===== src/rtl/axis_uart_tx_arbiter.sv =====
// Round-robin arbiter sharing the UART bridge TX input between N_PORTS AXI-Stream requesters.
// A grant lasts until TLAST or MAX_BURST beats; winning beats pass through a 1-deep output register.
module axis_uart_tx_arbiter #(
  parameter int unsigned N_PORTS   = 4,
  parameter int unsigned N_BYTES   = 32,
  parameter int unsigned MAX_BURST = 16,
  localparam int unsigned DW       = N_BYTES * 8,
  localparam int unsigned IdW      = $clog2(N_PORTS),
  localparam int unsigned CntW     = $clog2(MAX_BURST + 1)
) (
  input  logic                    clk,
  input  logic                    reset,
  input  logic [N_PORTS*DW-1:0]   S_AXIS_TDATA,
  input  logic [N_PORTS-1:0]      S_AXIS_TVALID,
  input  logic [N_PORTS-1:0]      S_AXIS_TLAST,
  output logic [N_PORTS-1:0]      S_AXIS_TREADY,
  output logic [DW-1:0]           M_AXIS_TDATA,
  output logic [IdW-1:0]          M_AXIS_TID,
  output logic                    M_AXIS_TLAST,
  output logic                    M_AXIS_TVALID,
  input  logic                    M_AXIS_TREADY
);

  typedef enum logic [0:0] {StIdle, StGrant} state_e;

  state_e          state_q, state_d;
  logic [IdW-1:0]  grant_q, grant_d;
  logic [IdW-1:0]  rr_ptr_q, rr_ptr_d;
  logic [CntW-1:0] beat_cnt_q, beat_cnt_d;

  logic [DW-1:0]   out_data_q;
  logic [IdW-1:0]  out_id_q;
  logic            out_last_q;
  logic            out_valid_q;

  logic [DW-1:0]   sel_data;
  logic            sel_last;
  logic            sel_valid;
  logic            out_free;
  logic            accept;
  logic [IdW-1:0]  pick;
  logic [IdW-1:0]  cand;
  logic            found;

  function automatic logic [IdW-1:0] wrap_inc(input logic [IdW-1:0] v);
    return (v == IdW'(N_PORTS - 1)) ? '0 : v + IdW'(1);
  endfunction

  // Cyclic search for the first requester at or after rr_ptr.
  always_comb begin
    pick  = '0;
    found = 1'b0;
    cand  = rr_ptr_q;
    for (int unsigned i = 0; i < N_PORTS; i++) begin
      if (!found && S_AXIS_TVALID[cand]) begin
        pick  = cand;
        found = 1'b1;
      end
      cand = wrap_inc(cand);
    end
  end

  assign out_free = !out_valid_q || M_AXIS_TREADY;

  always_comb begin
    sel_data      = '0;
    sel_last      = 1'b0;
    sel_valid     = 1'b0;
    S_AXIS_TREADY = '0;
    for (int unsigned i = 0; i < N_PORTS; i++) begin
      if (grant_q == IdW'(i)) begin
        sel_data         = S_AXIS_TDATA[i*DW +: DW];
        sel_last         = S_AXIS_TLAST[i];
        sel_valid        = S_AXIS_TVALID[i];
        S_AXIS_TREADY[i] = (state_q == StGrant) && out_free;
      end
    end
  end

  assign accept = (state_q == StGrant) && sel_valid && out_free;

  always_comb begin
    state_d    = state_q;
    grant_d    = grant_q;
    rr_ptr_d   = rr_ptr_q;
    beat_cnt_d = beat_cnt_q;
    unique case (state_q)
      StIdle: begin
        if (|S_AXIS_TVALID) begin
          grant_d    = pick;
          beat_cnt_d = '0;
          state_d    = StGrant;
        end
      end
      StGrant: begin
        if (accept) begin
          beat_cnt_d = beat_cnt_q + CntW'(1);
          if (sel_last || beat_cnt_q == CntW'(MAX_BURST - 1)) begin
            state_d  = StIdle;
            rr_ptr_d = wrap_inc(grant_q);
          end
        end
      end
      default: state_d = StIdle;
    endcase
  end

  always_ff @(posedge clk) begin
    if (reset) begin
      state_q    <= StIdle;
      grant_q    <= '0;
      rr_ptr_q   <= '0;
      beat_cnt_q <= '0;
    end else begin
      state_q    <= state_d;
      grant_q    <= grant_d;
      rr_ptr_q   <= rr_ptr_d;
      beat_cnt_q <= beat_cnt_d;
    end
  end

  // Accepting and draining in one cycle reloads the register, keeping full throughput.
  always_ff @(posedge clk) begin
    if (reset) begin
      out_data_q  <= '0;
      out_id_q    <= '0;
      out_last_q  <= 1'b0;
      out_valid_q <= 1'b0;
    end else if (accept) begin
      out_data_q  <= sel_data;
      out_id_q    <= grant_q;
      out_last_q  <= sel_last;
      out_valid_q <= 1'b1;
    end else if (M_AXIS_TREADY && out_valid_q) begin
      out_valid_q <= 1'b0;
    end
  end

  assign M_AXIS_TDATA  = out_data_q;
  assign M_AXIS_TID    = out_id_q;
  assign M_AXIS_TLAST  = out_last_q;
  assign M_AXIS_TVALID = out_valid_q;

endmodule

===== config.mk =====
export PLATFORM = sky130hd
export DESIGN_NAME = axis_uart_tx_arbiter
export DESIGN_NICKNAME = d
export VERILOG_FILES = /design/src/rtl/axis_uart_tx_arbiter.sv
export SDC_FILE = /design/constraint.sdc
export NUM_CORES = 1
export LEC_CHECK = 0
export CELL_PAD_IN_SITES_DETAIL_PLACEMENT = 1
export CELL_PAD_IN_SITES_GLOBAL_PLACEMENT = 1
export CORE_AREA = 2 2 509 511
export CTS_CLUSTER_SIZE = 12
export DETAILED_ROUTE_END_ITERATION = 12
export DIE_AREA = 0 0 511 513
export GPL_ROUTABILITY_DRIVEN = 0
export PLACE_DENSITY = 0.32
export SLEW_MARGIN = 15
export SYNTH_ARGS = -nofsm -noshare
export SYNTH_HDL_FRONTEND = slang
export SYNTH_SLANG_ARGS = --single-unit

===== constraint.sdc =====
create_clock -name clk -period 2.8 [get_ports clk]
set_clock_uncertainty 0.05 [all_clocks]
set_input_delay 0.42 -clock clk [delete_from_list [all_inputs] [get_ports clk]]
set_output_delay 0.42 -clock clk [all_outputs]
set_load 0.03 [all_outputs]

After elaboration in Yosys (flattened, before gate mapping)
Index checks and enable logic that the tools add are counted.
{ "word_totals": {"register_bits": 270, "wordCells": 90} }
{ "classes": {"add_sub_neg": 5, "magnitude_cmp": 4, "n_eq_ne": 9, "muxes": 44, "n_bitwise": 1, "reduce_logical": 19} }
{ "op_table": {"columns": ["op", "count"], "rows": [
  ["$mux 256", 4],
  ["$mux 1", 24],
  ["$mux 2", 8],
  ["$lt 2x3->1 const B", 4],
  ["$eq 2x2->1 const B", 5],
  ["$mux 5", 2],
  ["$pmux 5 s2", 1],
  ["$add 2x1->2 const B", 4],
  ["$bmux 1 s2", 4],
  ["$logic_and 1x1->1", 7],
  ["$add 5x1->5 const B", 1],
  ["$eq 5x4->1 const B", 1],
  ["$logic_not 1->1", 4],
  ["$reduce_and 2->1", 2],
  ["$reduce_or 4->1", 1],
  ["$reduce_and 3->1", 1],
  ["$eq 2x1->1 const B", 1],
  ["$logic_not 2->1", 1],
  ["$logic_or 1x1->1", 2],
  ["$ne 2x1->1 const B", 1],
  ["$ne 2x2->1 const B", 1],
  ["$pmux 1 s2", 1],
  ["$reduce_bool 2->1", 1],
  ["$not 1->1", 1]
]} }

Longest topological paths before layout
Gate-level depths: netlist (run 1).
{ "depth": {"depth_word": 12, "depth_mapped": 11, "ltp_nobuf": 7} }

Worst setup path after synthesis (run 1)
No wires, ideal clock.
{ "synth_timing": {"path_type": "reg-to-output", "from": "register grant_q[0]", "to": "output port S_AXIS_TREADY[3]", "arrival_ps": 1731, "required_time_ps": 2330, "slack_ps": 599, "stages_incl_launch_ff": 7, "n_path_buf": 4, "path_cell_list": "dfxtp_1 > ha_1 > buf_2 > buf_2 > clkbuf_1 > buf_1 > and3_1"} }
{ "synth_via": {"elab_chain_len": 2} }
{ "synth_lines": {"columns": ["element", "line", "rtl"], "rows": [
  ["start: declaration", "27", "logic [IdW-1:0] grant_q, grant_d;"],
  ["start signal: assignment", "116", "grant_q <= grant_d;"],
  ["$eq 2x2->1", "71", "if (grant_q == IdW'(i)) begin"],
  ["$mux 1", "71", null],
  ["end: declaration", "16", "output logic [N_PORTS-1:0] S_AXIS_TREADY,"]
]} }
Every way passes these cells.

Final worst setup path (run 1)
{ "layout_timing": {"from": "register grant_q[1]", "to": "register out_data_q[51] (netlist: M_AXIS_TDATA[51])"} }
{ "layout_via": {"elab_chain_len": 7, "elab_cells_between_ends": 14, "cone_classes": "3 x eq/ne; 8 x mux; 3 x reduce/logical"} }
{ "layout_lines": {"columns": ["element", "line", "rtl"], "rows": [
  ["$logic_not 2->1", "71", null],
  ["$mux 1 (4 in a row)", "71", null],
  ["$logic_and 1x1->1 (2 in a row)", "80", "assign accept = (state_q == StGrant) && sel_valid && out_free;"],
  ["end signal: assignment", "130", "out_data_q <= sel_data;"],
  ["end: declaration", "31", "logic [DW-1:0] out_data_q;"]
]} }
Several ways; a longest one is shown, not always the timed one.
A chain may end at the register's enable or synchronous reset.

==> metrics.md, run 1 <==
| Metric | Value |
|---|---|
| Fin. Hold Viols | `0` |
| Grt met3 use | `under 10%` |
| Hold WS | `~0.17 ns` |
| Full die area | `approximately 0.26 mm^2` |
| Clock sink total | `270` |
| Yosys Warn Count | `0` |
| Top cell type's share of synthesized area | `29.56%` |
| Mapped Cells | `slightly below 3000` |
| Power per Cell Area | `between 700 and 800 mW/mm^2` |
| Leak | `13.74 nW` |
| CP Capture Type | `flip-flop` |
| Worst-Margin Slew | `approximately 0.75 ns` |
| Max cap viols | `0` |
| Slowest cell on crit path | `a21oi_1` |
| Syn nets | `about 4000` |
| Row count | `roughly 190` |
| Number of enable flip-flop cells after synthesis | `0` |
| GRT overflow | `0` |
| Wire per inst | `25.36 um` |
| Count of pins over their slew limit | `0` |
| Flops & latches, synth | `270` |
| Placed cells | `roughly 7600` |
| H-tree level count | `2` |
| Cell Chain, Critical Path | `inv_1 > ha_4 > nand3b_1 > a211oi_2 > nand2_4 > buf_12 > a21oi_1 > a211oi_1` |
| Tmin final | `around 2.7 ns` |
| Setup CP Type | `flip-flop to flip-flop` |
| Clk root buf | `clkbuf_16` |
| Largest area contributor in the netlist | `dfxtp_1` |
| Final Power | `30.04 mW` |
| CTS tree | `built` |
| Via count | `roughly 26000` |
| # port buffers | `1298` |
| Clk_lat worst skew | `approximately 0.63 ns` |
| CTS Buffer Depth | `3` |
| RSZ-0062 raised after global routing | `no` |
| Max frequency | `approximately 370 MHz` |
| TritonCTS Buffers | `46` |
| Post-DP HPWL | `between 150000 and 200000 um` |
| Tcrit/Tclk final | `a little over nine tenths` |
| Core ar. | `between 0.2 and 0.3 mm^2` |
| Antenna violations before repair | `approximately 130` |
| Design Area, Final | `around 0.038 mm^2` |
| Reg2Reg Setup Slack | `between 0.1 and 0.15 ns` |
| Die width | `~510 um` |
| Non-filler instance count after layout | `roughly 7700` |
| CP max FO | `slightly above 80` |
| First-pass GRT wire length | `between 200000 and 300000 um` |
| Commonest non-fill, non-tap cell in the layout | `clkdlybuf4s50_1` |
| Post-synth top flop | `dfxtp_1` |
| Nets | `roughly 5300` |
| # DRC | `0` |
| Final core occ | `14.79%` |
| GR Util met1 | `between 15 and 20%` |
| Headroom to the max-slew limit | `between 40% and 50%` |
| Top post-synthesis cells by area | `dfxtp_1 30%, a21oi_1 14%, o21ai_0 13%` |
| Vias per inst | `about 3.4` |
| IO Count | `around 1300` |
| CP max stage delay | `0.51 ns` |
| Worst VDD drop | `a little over 0.0004 V` |
| Final setup TNS | `0 ns` |
| Most frequent cells in the layout | `1289 x clkdlybuf4s50_1, 527 x nand2_1, 521 x a21oi_1` |
| Busiest grt layer | `met2` |
| Area delta synth->final | `107.3%` |
| Clk pin slew, worst setup/hold paths | `around 0.060 ns` |
| GRT Overall Usage | `14.23%` |
| WL final | `a little under 200000 um` |
| Synthesized area | `between 0.015 and 0.02 mm^2` |
| Startpoint Class | `flip-flop` |
| Synth cell types | `38` |
| CP required | `around 3.2 ns` |
| Syn avg cell area | `slightly above 6 um^2` |
| Worst min path class | `input port to flip-flop` |
| DRT iter0 DRCs | `roughly 1100` |
| Outcome | `finished clean` |
| Seq/Total Area, Yosys | `between 20% and 30%` |
| Layout cells sized above 1 | `6.751%` |
| Setup WS pre-CTS | `-0.2211 ns` |
| First-pass DRT Iterations | `5` |
| Initial core utilization | `7.135%` |
| Vias in the first global route | `between 20000 and 30000` |
| Met2 usage | `approximately a quarter` |
| Post-route setup slack | `roughly 0.11 ns` |
| Final setup vio count | `0` |
| Synth async-reset ratio | `0%` |
| Post-DP Area | `~0.036 mm^2` |
| Pin count of the biggest net entering global routing | `116` |
| Worst path arrival time | `3.13 ns` |
| Antenna violation net count after detailed routing | `0` |
| Die H | `between 500 and 600 um` |
-- registers in the layout, summed over array words and instances (netlist names) --
signal and cells:
beat_cnt_q 5, state_q 1, M_AXIS_TVALID 1, M_AXIS_TID 2, M_AXIS_TDATA 256, M_AXIS_TLAST 1, rr_ptr_q 2, grant_q 2
-- Yosys cell counts, drive strengths merged (2+ instances only) --
| cell | instances |
|---|---|
| nand3b | 2 |
| dfxtp | 270 |
| buf | 82 |
| nor3b | 3 |
| nand2 | 528 |
| nand2b | 5 |
| a31oi | 3 |
| mux2i | 4 |
| o21ai | 518 |
| nor3 | 2 |
| o211ai | 2 |
| ha | 7 |
| a21oi | 522 |
| inv | 262 |
| nand3 | 3 |
| nor4 | 2 |
| and3 | 6 |
| and2 | 2 |
| a211oi | 261 |
| clkbuf | 212 |
| nor2b | 4 |
| or3 | 2 |
| nor2 | 265 |
| or2 | 2 |
-- power breakdown --
| part | switching, mW | leakage [nW] | total, mW | internal (mW) |
|---|---|---|---|---|
| Clock | 2.43 | 0.754 | 6.12 | 3.69 |
| Combinational | 11.2 | 10.8 | 18.1 | 6.84 |
| Sequential | 0.848 | 2.22 | 5.86 | 5.01 |
| Total | 14.5 | 13.7 | 30.0 | 15.5 |
-- cell type report --
class | count | area [um^2]
Clock buffer | 69 | 1401
Timing Repair Buffer | 1488 | 14970
Tap cell | 3384 | 4234
Inverter | 262 | 983.4
Fill cell | 30580 | 218300
Clock inverter | 10 | 131.4
Antenna cell | 28 | 70.07
Multi-Input combinational cell | 2152 | 10700
Sequential cell | 270 | 5405
-- layer usage --
| metal | vias to the layer above | routed length (um) |
|---|---|---|
| li1 | 12630 | - |
| met1 | 12050 | 77640 |
| met2 | 1000 | 95150 |
| met3 | 246 | 18190 |
| met4 | 102 | 2703 |
| met5 | - | 633 |
-- critical path: cells and delay by family (launching register included) --
| kind | cells | cell delay (ns) |
|---|---|---|
| compound gates | 3 | 0.98 |
| fa+ha+maj | 1 | 0.24 |
| buf+inv | 2 | 0.35 |
| flops | 1 | 0.43 |
| simple gates | 2 | 0.30 |
-- path summary, 6_finish.rpt --
kind,endpoint,cells after the start,startpoint
worst min-delay path,M_AXIS_TDATA[142]$_SDFFE_PP0P_,2,reset
worst max-delay path,M_AXIS_TDATA[51]$_SDFFE_PP0P_,8,grant_q[1]$_SDFFE_PP0P_
worst min register to register,M_AXIS_TLAST$_SDFFE_PP0P_,2,M_AXIS_TLAST$_SDFFE_PP0P_
worst max register to register,M_AXIS_TDATA[51]$_SDFFE_PP0P_,8,grant_q[1]$_SDFFE_PP0P_
-- cell families after synthesis --
logic type / count (synthesis) / synth area share, %
compound gates: 1313 / 40.00
fa+ha+maj: 7 / 0.4790
mux: 4 / 0.2190
buf+inv: 556 / 12.24
simple gates: 828 / 17.50
flops: 270 / 29.56
-- what timing repair did --
| action | CTS | global route |
|---|---|---|
| gates resized for setup | 5 | 2 |
| buffers inserted | 0 | 0 |
| setup endpoints to repair | 5 | 1 |
| hold buffers | 0 | 0 |
Power figures use the tool's default switching activity.
==> run 2, diff against run 1 <==
clock period = 3 ns   (was 2.8 ns; I/O delays follow)
==> metrics.md, run 2 (synthesized netlist as in run 1, its figures left out) <==
| Metric | Value |
|---|---|
| Max cap viols | `0` |
| WHS Endpoint | `rr_ptr_q[1]$_SDFFE_PP0P_` |
| Die width | `between 500 and 600 um` |
| First-pass GRT wire length | `about 260000 um` |
| Count of pins over their slew limit | `0` |
| Die H | `between 500 and 600 um` |
| HP Start | `reset` |
| Number of hold buffers added after cts | `0` |
| Fillers | `about 31000` |
| Pin count of the biggest net entering global routing | `155` |
| CTS Buffer Depth | `3` |
| Via count | `25990` |
| RSZ-0062 raised after global routing | `no` |
| Slowest cell on crit path | `clkdlybuf4s50_1` |
| TritonCTS Buffers | `between 40 and 50` |
| Crit-path leading delay family | `buffers and inverters` |
| Commonest non-fill, non-tap cell in the layout | `clkdlybuf4s50_1` |
| Final setup TNS | `0 ns` |
| Hold WS | `slightly below 0.2 ns` |
| Final setup vio count | `0` |
| Worst path arrival time | `between 2 and 2.5 ns` |
| Clk_lat worst skew | `~0.62 ns` |
| Worst VDD drop | `between 0.0003 and 0.0004 V` |
| Post-DP HPWL | `164100 um` |
| DRT iter0 DRCs | `1097` |
| Power per Cell Area | `roughly 740 mW/mm^2` |
| # port buffers | `around 1300` |
| GRT overflow | `0` |
| Antenna violation net count after detailed routing | `0` |
| Setup WS pre-CTS | `0.02566 ns` |
| Worst-Margin Slew | `between 0.9 and 1 ns` |
| Most frequent cells in the layout | `1295 x clkdlybuf4s50_1, 527 x nand2_1, 522 x a21oi_1` |
| CP Capture Type | `primary output` |
| Outcome | `finished clean` |
| CP max stage delay | `around 0.67 ns` |
| # DRC | `0` |
| Post-route setup slack | `0.1874 ns` |
| Full die area | `~0.26 mm^2` |
| CP required | `between 2 and 3 ns` |
| Nets | `5223` |
| Reg2Reg Setup Slack | `between 0.2 and 0.3 ns` |
| Critical path depth | `3` |
| Wire per inst | `approximately 25 um` |
| Core ar. | `around 0.26 mm^2` |
| First-pass DRT Iterations | `4` |
| Antenna violations before repair | `142` |
| R2r worst-path depth | `9` |
| Worst reg2reg path endpoint | `M_AXIS_TDATA[242]$_SDFFE_PP0P_` |
| IO Count | `roughly 1300` |
| Max frequency | `355.5 MHz` |
| H-tree level count | `2` |
| Fin. Hold Viols | `0` |
| Hold path cells | `2` |
| Tmin final | `2.813 ns` |
| WL final | `194600 um` |
| Startpoint Class | `flip-flop` |
| Clk pin slew, worst setup/hold paths | `roughly 0.05 ns` |
| GRT Overall Usage | `14.25%` |
| CTS tree | `built` |
| Clk root buf | `clkbuf_16` |
| Area delta synth->final | `104.9%` |
| Worst path bufs/invs | `1` |
| Leak | `about 13 nW` |
| Worst min path class | `input port to flip-flop` |
| Initial core utilization | `~7.1%` |
| Tcrit/Tclk final | `between 90% and 100%` |
| Setup CP Type | `flip-flop to primary output` |
| Vias per inst | `between 3 and 4` |
| Cell Chain, Critical Path | `ha_4 > and3_1 > clkdlybuf4s50_1` |
| Headroom to the max-slew limit | `between 30% and 40%` |
| Clock sink total | `between 200 and 300` |
| Max reg flops | `approximately 260` |
| Layout cells sized above 1 | `roughly 5.6%` |
| CP max FO | `11` |
| Vias in the first global route | `~28000` |
| Row count | `186` |
| FF-to-FF Start | `grant_q[1]$_SDFFE_PP0P_` |
==> run 2: changes by cell type in the layout (fill, tap and decap cells not counted), moves of 4 or more <==
cell / before / now
clkbuf_1: 10 / 14
clkbuf_16: 49 / 45
buf_4: 150 / 116
buf_12: 45 / 36
clkinv_2: 5 / 1
diode_2: 28 / 37
clkbuf_8: 10 / 15
clkdlybuf4s50_1: 1289 / 1295
==> run 2: worst reg2reg max path, stage by stage (launching register included) <==
cell and delay [ns]:
dfxtp_1 0.49, inv_1 0.17, ha_4 0.24, nand3b_1 0.18, a211oi_2 0.39, and2_4 0.29
buf_12 0.25, buf_4 0.32, nor2_1 0.04, a211oi_1 0.22
==> run 2: power by group <==
group,internal (mW),leakage [nW],switching (mW)
Sequential,4.67,2.22,0.802
Clock,3.28,0.711,2.21
Combinational,6.16,10.5,10.5
Total,14.1,13.5,13.5
==> run 2: timing repair <==
item,in CTS,in global routing
buffers inserted,1,0
gates resized for setup,2,0
hold endpoints to repair,0,0
endpoints found under the setup margin,3,0
==> run 2: layer usage <==
layer,track usage (%),vias to the layer above,wire [um]
met5,0,-,708
met4,2.879,112,3385
met3,6.702,269,19600
met2,24.77,1024,93670
met1,15.75,12000,77220
li1,-,12580,-
==> run 2: worst max path at each step <==
stage	startpoint	to
after floorplan	grant_q[0]$_SDFFE_PP0P_	S_AXIS_TREADY[3]
after global placement	grant_q[1]$_SDFFE_PP0P_	M_AXIS_TDATA[254]$_SDFFE_PP0P_
after detailed placement	grant_q[1]$_SDFFE_PP0P_	M_AXIS_TDATA[254]$_SDFFE_PP0P_
after CTS	grant_q[1]$_SDFFE_PP0P_	M_AXIS_TDATA[254]$_SDFFE_PP0P_
after global routing	grant_q[1]$_SDFFE_PP0P_	S_AXIS_TREADY[2]
final	grant_q[1]$_SDFFE_PP0P_	S_AXIS_TREADY[2]
==> run 2: through the flow <==
| step | area (um^2) | total power, mW | utilization, % | instances |
|---|---|---|---|---|
| detailed placement | 35900 | 22.71 | 14.01 | 7517 |
| floorplan | 18280 | 13.31 | - | 2978 |
| finish | 37460 | 27.58 | 14.62 | 7633 |
| global placement | 35900 | 22.70 | 14.01 | 7517 |
| global route | 37400 | 29.65 | 14.60 | 7608 |
| CTS | 37370 | 28.53 | 14.58 | 7596 |
==> run 2: layout make-up <==
| cell class | count | area, um^2 | area share, % |
|---|---|---|---|
| timing repair buffer | 1450 | 14590 | 38.94 |
| antenna | 37 | 92.59 | 0.2472 |
| sequential | 270 | 5405 | 14.43 |
| clock buffer | 74 | 1385 | 3.698 |
| clock inverter | 4 | 72.57 | 0.1937 |
| inverter | 262 | 983.4 | 2.625 |
| tap | 3384 | 4234 | 11.30 |
| multi-input combinational | 2152 | 10700 | 28.56 |
